==> src/rtl/execute_operand_forwarder.sv <==
// execute_operand_forwarder: resolves SRC0/SRC1/SPR operands for the execute stage from
// same-cycle writeback bypass, a short writeback history and register-file data, stalls
// requests whose GR source has an outstanding load, and registers the result with
// valid/busy backpressure.
// Optional feature macro: MIST1032ISA_FWD_HISTORY_EN (defined: P_HISTORY_DEPTH history
// entries; undefined: a single entry, i.e. the plain forwarding register).
module execute_operand_forwarder #(
  parameter int unsigned P_HISTORY_DEPTH = 4
) (
  input  logic        iCLOCK,
  input  logic        inRESET,
  input  logic        iRESET_SYNC,
  input  logic        iWB_GR_VALID,
  input  logic [31:0] iWB_GR_DATA,
  input  logic [4:0]  iWB_GR_DEST,
  input  logic        iWB_GR_DEST_SYSREG,
  input  logic        iFDR_SPR_VALID,
  input  logic [31:0] iFDR_SPR_DATA,
  input  logic        iPEND_VALID,
  input  logic [4:0]  iPEND_DEST,
  input  logic        iREQ_VALID,
  output logic        oREQ_BUSY,
  input  logic [4:0]  iREQ_SRC0_NUM,
  input  logic [4:0]  iREQ_SRC1_NUM,
  input  logic        iREQ_SRC0_SYSREG,
  input  logic        iREQ_SRC1_SYSREG,
  input  logic [31:0] iREQ_SRC0_RF_DATA,
  input  logic [31:0] iREQ_SRC1_RF_DATA,
  input  logic [31:0] iREQ_SPR_RF_DATA,
  output logic        oOUT_VALID,
  input  logic        iOUT_BUSY,
  output logic [31:0] oOUT_SRC0,
  output logic [31:0] oOUT_SRC1,
  output logic [31:0] oOUT_SPR
);

`ifdef MIST1032ISA_FWD_HISTORY_EN
  localparam int unsigned Depth = P_HISTORY_DEPTH;
`else
  // Pinned to one entry; the parameter only matters when the history is enabled.
  localparam int unsigned Depth = (P_HISTORY_DEPTH != 0) ? 1 : 1;
`endif

  logic [Depth-1:0] hist_valid_q;
  logic [Depth-1:0] hist_sysreg_q;
  logic [31:0]      hist_data_q [Depth];
  logic [4:0]       hist_dest_q [Depth];

  logic [31:0] sb_q, sb_d;

  logic        out_valid_q;
  logic [31:0] out_src0_q, out_src1_q, out_spr_q;

  logic        bypass0, bypass1;
  logic        hazard0, hazard1;
  logic [31:0] src0, src1, spr;
  logic        accept;

  // Same-cycle writeback bypass and load-hazard detection per source.
  always_comb begin
    bypass0 = iWB_GR_VALID && (iWB_GR_DEST == iREQ_SRC0_NUM) &&
              (iWB_GR_DEST_SYSREG == iREQ_SRC0_SYSREG);
    bypass1 = iWB_GR_VALID && (iWB_GR_DEST == iREQ_SRC1_NUM) &&
              (iWB_GR_DEST_SYSREG == iREQ_SRC1_SYSREG);
    // Scoreboard tracks GRs only, so a sysreg source never stalls.
    hazard0 = !iREQ_SRC0_SYSREG && sb_q[iREQ_SRC0_NUM] && !bypass0;
    hazard1 = !iREQ_SRC1_SYSREG && sb_q[iREQ_SRC1_NUM] && !bypass1;
    oREQ_BUSY = hazard0 || hazard1 || (out_valid_q && iOUT_BUSY);
    accept    = iREQ_VALID && !oREQ_BUSY;
  end

  // Operand selection: bypass beats history, lower history index beats higher, then RF.
  always_comb begin
    src0 = iREQ_SRC0_RF_DATA;
    src1 = iREQ_SRC1_RF_DATA;
    // Walk oldest to newest so the newest match is the one left standing.
    for (int i = int'(Depth) - 1; i >= 0; i--) begin
      if (hist_valid_q[i] && (hist_dest_q[i] == iREQ_SRC0_NUM) &&
          (hist_sysreg_q[i] == iREQ_SRC0_SYSREG)) begin
        src0 = hist_data_q[i];
      end
      if (hist_valid_q[i] && (hist_dest_q[i] == iREQ_SRC1_NUM) &&
          (hist_sysreg_q[i] == iREQ_SRC1_SYSREG)) begin
        src1 = hist_data_q[i];
      end
    end
    if (bypass0) src0 = iWB_GR_DATA;
    if (bypass1) src1 = iWB_GR_DATA;
    spr = iFDR_SPR_VALID ? iFDR_SPR_DATA : iREQ_SPR_RF_DATA;
  end

  // Scoreboard next state: a pending mark wins over a same-cycle clear.
  always_comb begin
    sb_d = sb_q;
    if (iWB_GR_VALID && !iWB_GR_DEST_SYSREG) sb_d[iWB_GR_DEST] = 1'b0;
    if (iPEND_VALID) sb_d[iPEND_DEST] = 1'b1;
  end

  // Writeback history shift register; entry 0 is the newest writeback.
  always_ff @(posedge iCLOCK or negedge inRESET) begin
    if (!inRESET) begin
      hist_valid_q  <= '0;
      hist_sysreg_q <= '0;
      for (int i = 0; i < int'(Depth); i++) begin
        hist_data_q[i] <= '0;
        hist_dest_q[i] <= '0;
      end
    end else if (iRESET_SYNC) begin
      hist_valid_q  <= '0;
      hist_sysreg_q <= '0;
      for (int i = 0; i < int'(Depth); i++) begin
        hist_data_q[i] <= '0;
        hist_dest_q[i] <= '0;
      end
    end else if (iWB_GR_VALID) begin
      hist_valid_q[0]  <= 1'b1;
      hist_sysreg_q[0] <= iWB_GR_DEST_SYSREG;
      hist_data_q[0]   <= iWB_GR_DATA;
      hist_dest_q[0]   <= iWB_GR_DEST;
      for (int i = 1; i < int'(Depth); i++) begin
        hist_valid_q[i]  <= hist_valid_q[i-1];
        hist_sysreg_q[i] <= hist_sysreg_q[i-1];
        hist_data_q[i]   <= hist_data_q[i-1];
        hist_dest_q[i]   <= hist_dest_q[i-1];
      end
    end
  end

  // Pending-load scoreboard register.
  always_ff @(posedge iCLOCK or negedge inRESET) begin
    if (!inRESET) begin
      sb_q <= '0;
    end else if (iRESET_SYNC) begin
      sb_q <= '0;
    end else begin
      sb_q <= sb_d;
    end
  end

  // Output register: load on accept, drop valid once downstream takes it.
  always_ff @(posedge iCLOCK or negedge inRESET) begin
    if (!inRESET) begin
      out_valid_q <= 1'b0;
      out_src0_q  <= '0;
      out_src1_q  <= '0;
      out_spr_q   <= '0;
    end else if (iRESET_SYNC) begin
      out_valid_q <= 1'b0;
      out_src0_q  <= '0;
      out_src1_q  <= '0;
      out_spr_q   <= '0;
    end else if (accept) begin
      out_valid_q <= 1'b1;
      out_src0_q  <= src0;
      out_src1_q  <= src1;
      out_spr_q   <= spr;
    end else if (!iOUT_BUSY) begin
      out_valid_q <= 1'b0;
    end
  end

  assign oOUT_VALID = out_valid_q;
  assign oOUT_SRC0  = out_src0_q;
  assign oOUT_SRC1  = out_src1_q;
  assign oOUT_SPR   = out_spr_q;

endmodule

==> config.mk <==
export PLATFORM = sky130hd
export DESIGN_NAME = execute_operand_forwarder
export DESIGN_NICKNAME = d
export VERILOG_FILES = /design/src/rtl/execute_operand_forwarder.sv
export SDC_FILE = /design/constraint.sdc
export NUM_CORES = 1
export LEC_CHECK = 0
export ABC_CLOCK_PERIOD_IN_PS = 6200
export BUFFER_PORTS_ARGS = -buffer_cell sky130_fd_sc_hd__buf_2
export CORE_ASPECT_RATIO = 1.25
export CORE_UTILIZATION = 57
export CTS_CLUSTER_DIAMETER = 150
export DETAILED_ROUTE_END_ITERATION = 12
export PLACE_DENSITY_LB_ADDON = 0.2
export SLEW_MARGIN = 20
export SYNTH_ARGS = -nofsm -noshare
export SYNTH_HDL_FRONTEND = slang
export SYNTH_SLANG_ARGS = --single-unit
export TNS_END_PERCENT = 50
==> constraint.sdc <==
create_clock -name iCLOCK -period 6.2 [get_ports iCLOCK]
set_input_delay 1.24 -clock iCLOCK [delete_from_list [all_inputs] [get_ports iCLOCK]]
set_output_delay 1.24 -clock iCLOCK [all_outputs]
set_load 0.02 [all_outputs]
==> metrics <==
fraction of layout cells with a size suffix above 1 30.6%; part of the power in registers 42.6%; CP required 4960 ps; min-delay src hist_valid_q; final WL 26800 um; Async SR Flop Fraction 100%; Peak VDD IR 184 uV; initial DRC count 539; power density cells 231 nW/um2; skew final 9.64 ps; initial antenna violation count 3; worst-path cell chain buf_2, mux4_2, mux4_2, mux2i_1, o211ai_1, buf_2; vias in the first global route 8132; Final Hold Vio Count 0; clk buf depth 2; fin. max-slew vios 0; Post-layout nets 1405; Pint 2.04 mW; Initial Util 59.0%; Hold Path Depth 2; CP delay by family, top multiplexers; terminus of the critical flop-to-flop path oOUT_SRC0[31]; Post-synth EDFFs 0; Ports 289; r2r startpoint sb_q[25]; post-synth top area share 41.8%; Final Cell Area 12200 um2; area delta synth->final 21.3%; Sink Count 168; fmax 227 MHz; H-tree depth 4; crit path kind input port to primary output; Yosys warning total 0; crit path capture type primary output; fin crit period 4410 ps; synthesized flop and latch total 168; CTS buffer count 17; status complete, no violations; cell taking the most area after synthesis dfrtp_1; total negative slack 0 ps; Cell Area, Synth 10000 um2; Worst-Skew Late Latency 420 ps; routed len/inst 18.5 um; CP bufs+invs 2; syn nets 1170; drt first pass iters 5; GP Congestion 0.892; Hold Crit Class flip-flop to flip-flop; Worst Path Arrival 3170 ps; largest net degree at the start of global routing 153; Die X 121 um; via count 8433; reg2reg setup slack 3110 ps; CP Launch Type input port; synth top area cells dfrtp_1, mux2i_1, a211o_1; worst-path maximum fanout 9; Buffers on Ports 288; Detail Placement HPWL 18300 um; clock share of power 39.4%; R2R depth 6; CP peak stage delay 560 ps; Tightest Pin Transition 1040 ps; leak pwr 6.13 nW; post-CTS setup buffers 0; CTS tree yes; post-synth cell types 38; root buf cell clkbuf_16; sw frac 27.3%; syn_area_per_cell 10.3 um2; Final ANT Viol Nets 0; most used flip-flop cell after synthesis dfrtp_1; num rows 53; Setup Viol. Count Final 0; slowest CP cell mux4_2; max cap viols 0; RSZ-0062 raised after global routing false; GRT Total Usage 29.8%; total gr overflow 0; number of vias per cell 5.82; cell count after synthesis 979; Hold EP hist_valid_q; power share of the combinational group 18.0%; Tcrit/Tclk final 71.2%; most frequent cells after synthesis mux2i_1, dfrtp_1, nor2_1, nand2b_1, a211o_1; sequential area share after synthesis 41.8%; Gates resized, CTS repair 0; die area 18200 um2; DIE HEIGHT 150 um; clock-pin slew on the worst setup and hold paths 60 ps; post-placement cell area 11600 um2; most frequent cell after synthesis mux2i_1; hold-fix buffers at CTS 0; Residual DRC 0; max_slew headroom 30.9%; switching pwr 768 uW; Core Area 17000 um2; global-route wire length before repair 42000 um
routing by layer:
| layer | part of all wire (%) | global-route usage (%) | vias to the layer above | wire, um |
|---|---|---|---|---|
| met5 | 0 | 0 | - | 0 |
| met3 | 5.8 | 5.42 | 66 | 1570 |
| met2 | 50 | 49.3 | 336 | 13500 |
| li1 | - | - | 3909 | - |
| met4 | 3.7 | 14.0 | 0 | 983 |
| met1 | 40 | 37.9 | 4122 | 10800 |
flip-flops by register name (all words and copies together), names as in the netlist:
| signal | count |
|---|---|
| oOUT_SRC0 | 32 |
| oOUT_VALID | 1 |
| hist_data_q | 32 |
| hist_dest_q | 5 |
| oOUT_SRC1 | 32 |
| oOUT_SPR | 32 |
| hist_sysreg_q | 1 |
| sb_q | 32 |
| hist_valid_q | 1 |
cell type report:
class                           count  area [um2]
Inverter                            2        7.51
Fill cell                        1317        4850
Timing Repair Buffer              301        1580
Clock inverter                     10         143
Antenna cell                        3        7.51
Tap cell                          220         275
Sequential cell                   168        4200
Clock buffer                       22         474
Multi-Input combinational cell    724        5500
cells by family after synthesis:
family | Yosys count | share of synthesized area (%)
AOI/OAI and AO/OA | 136 | 9.38
xor gates and xnor gates | 23 | 2.00
buffers and inverters | 87 | 3.76
DFF | 168 | 41.8
muxes | 252 | 27.6
and+or+nand+nor | 313 | 15.4
power groups by stage:
stage	Sequential, mW	Combinational (mW)	Clock [mW]
4_1_cts	1.20	0.508	1.13
2_1_floorplan	1.27	0.251	0
3_3_place_gp	1.21	0.497	0
3_5_place_dp	1.22	0.506	0
5_1_grt	1.20	0.547	1.17
6_report	1.20	0.505	1.11
worst max path at each step:
stage,start,endpoint,cells past startpoint
after floorplan,iREQ_SRC1_NUM[0],oREQ_BUSY,5
after global placement,iREQ_SRC1_NUM[0],oREQ_BUSY,6
after detailed placement,iREQ_SRC1_NUM[0],oREQ_BUSY,6
after CTS,iREQ_SRC1_NUM[0],oREQ_BUSY,6
after global routing,iREQ_SRC1_NUM[0],oREQ_BUSY,6
final,iREQ_SRC1_NUM[0],oREQ_BUSY,6
per-stage QoR:
| step | std cells | util (%) | power, mW | worst slack, ps | hold WS, ps |
|---|---|---|---|---|---|
| final | 1450 | 71.5 | 2.81 | 1790 | 538 |
| after global routing | 1450 | 71.5 | 2.92 | 1690 | 558 |
| after floorplan | 979 | - | 1.52 | 2220 | 481 |
| after CTS | 1447 | 71.5 | 2.83 | 1760 | 538 |
| after global placement | 1415 | 67.9 | 1.71 | 1890 | 517 |
| after detailed placement | 1415 | 67.9 | 1.72 | 1800 | 528 |
layout by cell type (no fill, tap or decap), types with 3 or more instances in the layout:
cell and count:
a211o_1 64, xor2_1 11, xnor2_1 12, mux2_2 20
mux2i_1 203, buf_4 11, clkbuf_16 17, dfrtp_1 168
nor2b_1 32, or3b_2 3, o21ai_0 32, buf_2 286
nand4_1 3, clkbuf_8 3, nor3b_1 4, nand3b_1 5
bufinv_16 3, nor2_1 142, mux4_2 17, nand2_1 39
a21oi_1 34, diode_2 3, nand2b_1 68, mux2_1 12
and3_1 3, clkinvlp_4 4, and3b_1 3
tightest hold or removal path: cells and delay by family (launching register included):
family | cells | cell delay (ps)
DFF | 1 | 380
and+or+nand+nor | 2 | 120
No activity file was read; power rests on OpenSTA's default activity.
